[src/rtl/i2c_target_regfile.sv]
// I2C target with a byte-wide register port: pointer byte first, then auto-incrementing data.
// Optional input glitch filter enabled by defining I2C_GLITCH_FILTER_EN.
module i2c_target_regfile #(
    parameter logic [6:0] TARGET_ADDR = 7'h2A,
    parameter int         AW          = 4,
    parameter int         FILT_LEN    = 3
) (
    input  logic          clk,
    input  logic          rst,
    input  logic          scl_in,
    input  logic          sda_in,
    output logic          sda_oe,
    output logic [AW-1:0] reg_addr,
    output logic [7:0]    reg_wdata,
    output logic          reg_we,
    input  logic [7:0]    reg_rdata,
    output logic          busy,
    output logic          addr_hit
);

    typedef enum logic [3:0] {
        IDLE, ADDR, ACK_A, PTR, ACK_P,
        WRITE, ACK_W, READ, MACK, IGNORE
    } state_t;

    if (FILT_LEN < 1) begin : g_bad_filt
        $error("FILT_LEN must be at least 1");
    end

    logic [1:0] scl_sync, sda_sync;
    logic       scl_f, sda_f;
    logic       scl_q, sda_q;

    always_ff @(posedge clk or posedge rst) begin
        if (rst) begin
            scl_sync <= 2'b11;
            sda_sync <= 2'b11;
        end else begin
            scl_sync <= {scl_sync[0], scl_in};
            sda_sync <= {sda_sync[0], sda_in};
        end
    end

`ifdef I2C_GLITCH_FILTER_EN
    localparam int FW = $clog2(FILT_LEN + 1);
    logic [FW-1:0] scl_cnt, sda_cnt;

    // A line only flips after FILT_LEN consecutive samples disagree with it.
    always_ff @(posedge clk or posedge rst) begin
        if (rst) begin
            scl_f   <= 1'b1;
            sda_f   <= 1'b1;
            scl_cnt <= '0;
            sda_cnt <= '0;
        end else begin
            if (scl_sync[1] == scl_f) begin
                scl_cnt <= '0;
            end else if (scl_cnt == FW'(FILT_LEN - 1)) begin
                scl_f   <= scl_sync[1];
                scl_cnt <= '0;
            end else begin
                scl_cnt <= scl_cnt + 1'b1;
            end
            if (sda_sync[1] == sda_f) begin
                sda_cnt <= '0;
            end else if (sda_cnt == FW'(FILT_LEN - 1)) begin
                sda_f   <= sda_sync[1];
                sda_cnt <= '0;
            end else begin
                sda_cnt <= sda_cnt + 1'b1;
            end
        end
    end
`else
    assign scl_f = scl_sync[1];
    assign sda_f = sda_sync[1];
`endif

    always_ff @(posedge clk or posedge rst) begin
        if (rst) begin
            scl_q <= 1'b1;
            sda_q <= 1'b1;
        end else begin
            scl_q <= scl_f;
            sda_q <= sda_f;
        end
    end

    logic rise, fall, start, stop;
    assign rise  = scl_f & ~scl_q;
    assign fall  = ~scl_f & scl_q;
    assign start = scl_f & scl_q & sda_q & ~sda_f;
    assign stop  = scl_f & scl_q & ~sda_q & sda_f;

    state_t     state;
    logic [3:0] cnt;
    logic [7:0] shift;
    logic [7:0] byte_next;
    logic       fall_d;
    logic       phase;
    logic       rw;

    assign byte_next = {shift[6:0], sda_f};

    // phase: in ACK states marks that the ACK is being driven;
    // in MACK marks that the master acknowledged.
    always_ff @(posedge clk or posedge rst) begin
        if (rst) begin
            state     <= IDLE;
            cnt       <= '0;
            shift     <= '0;
            fall_d    <= 1'b0;
            phase     <= 1'b0;
            rw        <= 1'b0;
            sda_oe    <= 1'b0;
            reg_addr  <= '0;
            reg_wdata <= '0;
            reg_we    <= 1'b0;
            busy      <= 1'b0;
            addr_hit  <= 1'b0;
        end else begin
            reg_we   <= 1'b0;
            addr_hit <= 1'b0;
            fall_d   <= fall;
            if (start) begin
                state  <= ADDR;
                cnt    <= '0;
                phase  <= 1'b0;
                sda_oe <= 1'b0;
            end else if (stop) begin
                state  <= IDLE;
                phase  <= 1'b0;
                sda_oe <= 1'b0;
                busy   <= 1'b0;
            end else begin
                unique case (state)
                    IDLE, IGNORE: begin
                        sda_oe <= 1'b0;
                    end
                    ADDR: begin
                        if (rise) begin
                            shift <= byte_next;
                            cnt   <= cnt + 4'd1;
                            if (cnt == 4'd7) begin
                                cnt   <= '0;
                                phase <= 1'b0;
                                if (byte_next[7:1] == TARGET_ADDR) begin
                                    rw       <= byte_next[0];
                                    addr_hit <= 1'b1;
                                    busy     <= 1'b1;
                                    state    <= ACK_A;
                                end else begin
                                    busy  <= 1'b0;
                                    state <= IGNORE;
                                end
                            end
                        end
                    end
                    ACK_A: begin
                        if (fall_d) begin
                            if (!phase) begin
                                sda_oe <= 1'b1;
                                phase  <= 1'b1;
                            end else begin
                                phase <= 1'b0;
                                cnt   <= '0;
                                if (rw) begin
                                    shift  <= reg_rdata;
                                    sda_oe <= ~reg_rdata[7];
                                    state  <= READ;
                                end else begin
                                    sda_oe <= 1'b0;
                                    state  <= PTR;
                                end
                            end
                        end
                    end
                    PTR: begin
                        if (rise) begin
                            shift <= byte_next;
                            cnt   <= cnt + 4'd1;
                            if (cnt == 4'd7) begin
                                cnt      <= '0;
                                phase    <= 1'b0;
                                reg_addr <= byte_next[AW-1:0];
                                state    <= ACK_P;
                            end
                        end
                    end
                    ACK_P, ACK_W: begin
                        if (fall_d) begin
                            if (!phase) begin
                                sda_oe <= 1'b1;
                                phase  <= 1'b1;
                            end else begin
                                sda_oe <= 1'b0;
                                phase  <= 1'b0;
                                cnt    <= '0;
                                state  <= WRITE;
                                if (state == ACK_W) begin
                                    reg_addr <= reg_addr + 1'b1;
                                end
                            end
                        end
                    end
                    WRITE: begin
                        if (rise) begin
                            shift <= byte_next;
                            cnt   <= cnt + 4'd1;
                            if (cnt == 4'd7) begin
                                cnt       <= '0;
                                phase     <= 1'b0;
                                reg_wdata <= byte_next;
                                reg_we    <= 1'b1;
                                state     <= ACK_W;
                            end
                        end
                    end
                    READ: begin
                        if (rise && cnt != 4'd8) begin
                            cnt <= cnt + 4'd1;
                        end
                        if (fall_d) begin
                            if (cnt == 4'd8) begin
                                sda_oe <= 1'b0;
                                phase  <= 1'b0;
                                state  <= MACK;
                            end else begin
                                shift  <= {shift[6:0], 1'b0};
                                sda_oe <= ~shift[6];
                            end
                        end
                    end
                    MACK: begin
                        if (rise) begin
                            if (!sda_f) begin
                                reg_addr <= reg_addr + 1'b1;
                                phase    <= 1'b1;
                            end else begin
                                busy  <= 1'b0;
                                state <= IGNORE;
                            end
                        end else if (fall_d && phase) begin
                            shift  <= reg_rdata;
                            sda_oe <= ~reg_rdata[7];
                            cnt    <= '0;
                            phase  <= 1'b0;
                            state  <= READ;
                        end
                    end
                    default: begin
                        sda_oe <= 1'b0;
                        state  <= IDLE;
                    end
                endcase
            end
        end
    end

endmodule

[config.mk]
export PLATFORM = sky130hd
export DESIGN_NAME = i2c_target_regfile
export DESIGN_NICKNAME = d
export VERILOG_FILES = /design/src/rtl/i2c_target_regfile.sv
export SDC_FILE = /design/constraint.sdc
export NUM_CORES = 1
export LEC_CHECK = 0
export CAP_MARGIN = 20
export CORE_ASPECT_RATIO = 1.4
export CORE_MARGIN = 5
export CORE_UTILIZATION = 24
export DETAILED_ROUTE_END_ITERATION = 6
export PLACE_DENSITY_LB_ADDON = 0.08
export SYNTH_ARGS = -nofsm -noshare
export SYNTH_HDL_FRONTEND = slang
export SYNTH_SLANG_ARGS = --single-unit
[constraint.sdc]
create_clock -name clk -period 4.88 [get_ports clk]
set_clock_uncertainty 0.1 [all_clocks]
set_input_delay 0.488 -clock clk [delete_from_list [all_inputs] [get_ports clk]]
set_output_delay 0.488 -clock clk [all_outputs]
set_load 0.01 [all_outputs]
==> results.sh <==
export IMPL_final_area_um2=3160
export IMPL_drtPass1Iterations=4
export IMPL_p_comb_share_pct=46.9
export IMPL_grt_first_pass_wirelength_mm=12.6
export IMPL_start_util_pct=24.7
export IMPL_layout_drive_gt1_share_pct=17.4
export IMPL_synth_edf_count=0
export IMPL_gp_congestion=0.821
export IMPL_die_w_um=99.6
export IMPL_cts_setup_buffers=0
export IMPL_cp_arrival_ns=2.81
export IMPL_critPathKind="flip-flop to flip-flop"
export IMPL_setup_violations_final=0
export IMPL_grt_util_all_layers_pct=12.1
export IMPL_endpoint="reg_wdata[4]"
export IMPL_min_path_cells=0
export IMPL_num_vias=2157
export IMPL_max_freq_ghz=0.366
export IMPL_hold_violations=0
export IMPL_cts_tree="yes"
export IMPL_seqCellArea_um2=1010
export IMPL_hold_class="flip-flop to flip-flop"
export IMPL_yosys_warnings=0
export IMPL_die_area_um2=13500
export IMPL_clkLatencyLatePin_ns=0.29
export IMPL_r2r_cells=4
export IMPL_cts_root_buf="clkbuf_16"
export IMPL_r2r_end="reg_wdata[4]"
export IMPL_cp_data_required_time_ns=4.95
export IMPL_syn_avg_cell_area_um2=10.1
export IMPL_antenna_cells=0
export IMPL_cts_buffer_depth=2
export IMPL_syn_instance_count=268
export IMPL_pwr_share_seq_pct=30.4
export IMPL_hold_ws_ns=0.256
export IMPL_crit_path_start_kind="flip-flop"
export IMPL_instances_no_fill=428
export IMPL_synth_nets=283
export IMPL_p_leak_nw=1.27
export IMPL_final_cell_mix="dfrtp_1 (34), nand2_1 (30), clkdlybuf4s50_1 (27), nor2_1 (15), inv_1 (12)"
export IMPL_tightest_slew_ns=0.954
export IMPL_syn_to_final_growth_pct=17.2
export IMPL_synth_distinct_cells=80
export IMPL_maxSlewHeadroom_pct=36.4
export IMPL_dr_first_iter_drc_count=141
export IMPL_multiInputGateArea_um2=1460
export IMPL_coreArea_um2=10900
export IMPL_outcome="finished, final reports clean"
export IMPL_numCtsBuffers=5
export IMPL_ys_flop_type="dfrtp_1"
export IMPL_htreeDepth=2
export IMPL_grt_max_degree=41
export IMPL_fill_cells=1193
export IMPL_clk_pin_slew_ns=0.06
export IMPL_seq_area_frac_synth_pct=37.4
export IMPL_cp_end_kind="flip-flop"
export IMPL_wl_per_cell_um=18.1
export IMPL_final_setup_tns_ns=0
export IMPL_p_switching_uw=686
export IMPL_die_y_um=135
export IMPL_ys_async_sr_fraction_pct=100
export IMPL_netlist_area_um2=2700
export IMPL_swShare_pct=40.8
export IMPL_post_route_min_period_ns=2.74
export IMPL_wirelength_mm=7.73
export IMPL_rrSetupSlack_ns=2.14
export IMPL_dp_hpwl_mm=5.56
export IMPL_rsz0062_at_grt="false"
export IMPL_placed_area_um2=3000
export IMPL_finalCritPeriodShare_pct=56.1
export IMPL_final_common_cell="dfrtp_1"
export IMPL_io_pins=28
export IMPL_power_per_cell_area_nw_per_um2=532
export IMPL_ctsResizeCount=0
export IMPL_numClockSinks=40
export IMPL_antenna_found_initial=0
export IMPL_maxCapViolCount=0
export IMPL_ctsHoldBuffers=0
export IMPL_p_int_uw=995
export IMPL_grt_pass1_vias=2288
export IMPL_grt_ovfl_total=0
export IMPL_ant_nets=0
export IMPL_path_max_fanout=26
export IMPL_vias_per_cell=5.04
export IMPL_max_vdd_ir_drop_v=0.000183
export IMPL_final_util_pct=28.9
export IMPL_finalMaxSlewViolations=0
export IMPL_io_buffers=27
export IMPL_place_inst=420
export IMPL_worstSetupStartpoint="state[0]"
export IMPL_fin_nets=301
export IMPL_synth_seq_cells=40
export IMPL_num_rows=45
export IMPL_drc=0
export IMPL_rr_startpoint="state[0]"
export IMPL_power_clock_fraction_pct=22.7
-- state kept, by name, indices dropped and copies added (netlist names), 2 cells and up --
register   flops
state          4
sda_sync       2
cnt            4
reg_wdata      8
scl_sync       2
reg_addr       4
shift          7
-- per-layer routing --
metal	global-route usage [%]	wire (µm)	vias up
met1	13.7	3150	1063
met4	7.21	373	0
li1	-	-	1023
met3	2.32	267	23
met2	20.9	3940	48
met5	0	0	-
-- cell type report --
class	count	area share, %
clock inverter	2	1.11
inverter	13	1.54
tap	141	5.58
timing repair buffer	31	9.50
clock buffer	6	4.08
sequential	40	31.9
multi-input combinational	195	46.3
-- critical path: stages (launching register included) --
cell and delay [ns]:
dfrtp_1 0.97, nand2b_2 0.48, nor2_1 0.30, nand4b_2 0.34, mux2_1 0.42
-- per-stage QoR --
step	total power [mW]	worst slack, ns
after floorplan	1.16	2.92
after global placement	1.32	2.18
after detailed placement	1.32	2.10
final	1.68	2.14
after CTS	1.71	2.07
after global routing	1.81	1.87
-- cells by family after synthesis --
group / after synthesis / share of synthesized area, %
compound gates: 74 / 23.0
simple gates: 98 / 21.6
buf+inv: 33 / 8.35
mux: 18 / 7.33
xor+xnor: 2 / 0.928
flops: 40 / 37.4
fa+ha+maj: 3 / 1.39
-- cell usage after synthesis, drive strengths merged, types with 5 or more instances --
cell type   n  share of area, %
dfrtp      34                32
nand2      30               4.2
nor2       17               2.6
a21oi      14               3.0
buf        14               4.4
mux2       14               5.8
inv        13               1.8
o21ai      11               2.0
nand3       7               1.3
nor3        7               1.3
clkbuf      6               2.1
dfstp       6               5.8
o211ai      5               1.9
-- worst min-delay path by stage --
stage / slack (ns) / end / start
2_1_floorplan: 0.25 / scl_sync[1] / scl_sync[0]
3_3_place_gp: 0.25 / sda_sync[1] / sda_sync[0]
3_5_place_dp: 0.25 / sda_sync[1] / sda_sync[0]
4_1_cts: 0.26 / sda_sync[1] / sda_sync[0]
5_1_grt: 0.26 / sda_sync[1] / sda_sync[0]
6_report: 0.26 / sda_sync[1] / sda_sync[0]
-- power by group through the flow --
| stage | sequential, mW | combinational [mW] | clock [mW] |
|---|---|---|---|
| final | 0.511 | 0.789 | 0.381 |
| after global routing | 0.526 | 0.883 | 0.404 |
| after CTS | 0.514 | 0.801 | 0.395 |
| after detailed placement | 0.519 | 0.799 | 0 |
| after global placement | 0.521 | 0.803 | 0 |
| after floorplan | 0.477 | 0.680 | 0 |
Power figures use the tool's default switching activity.
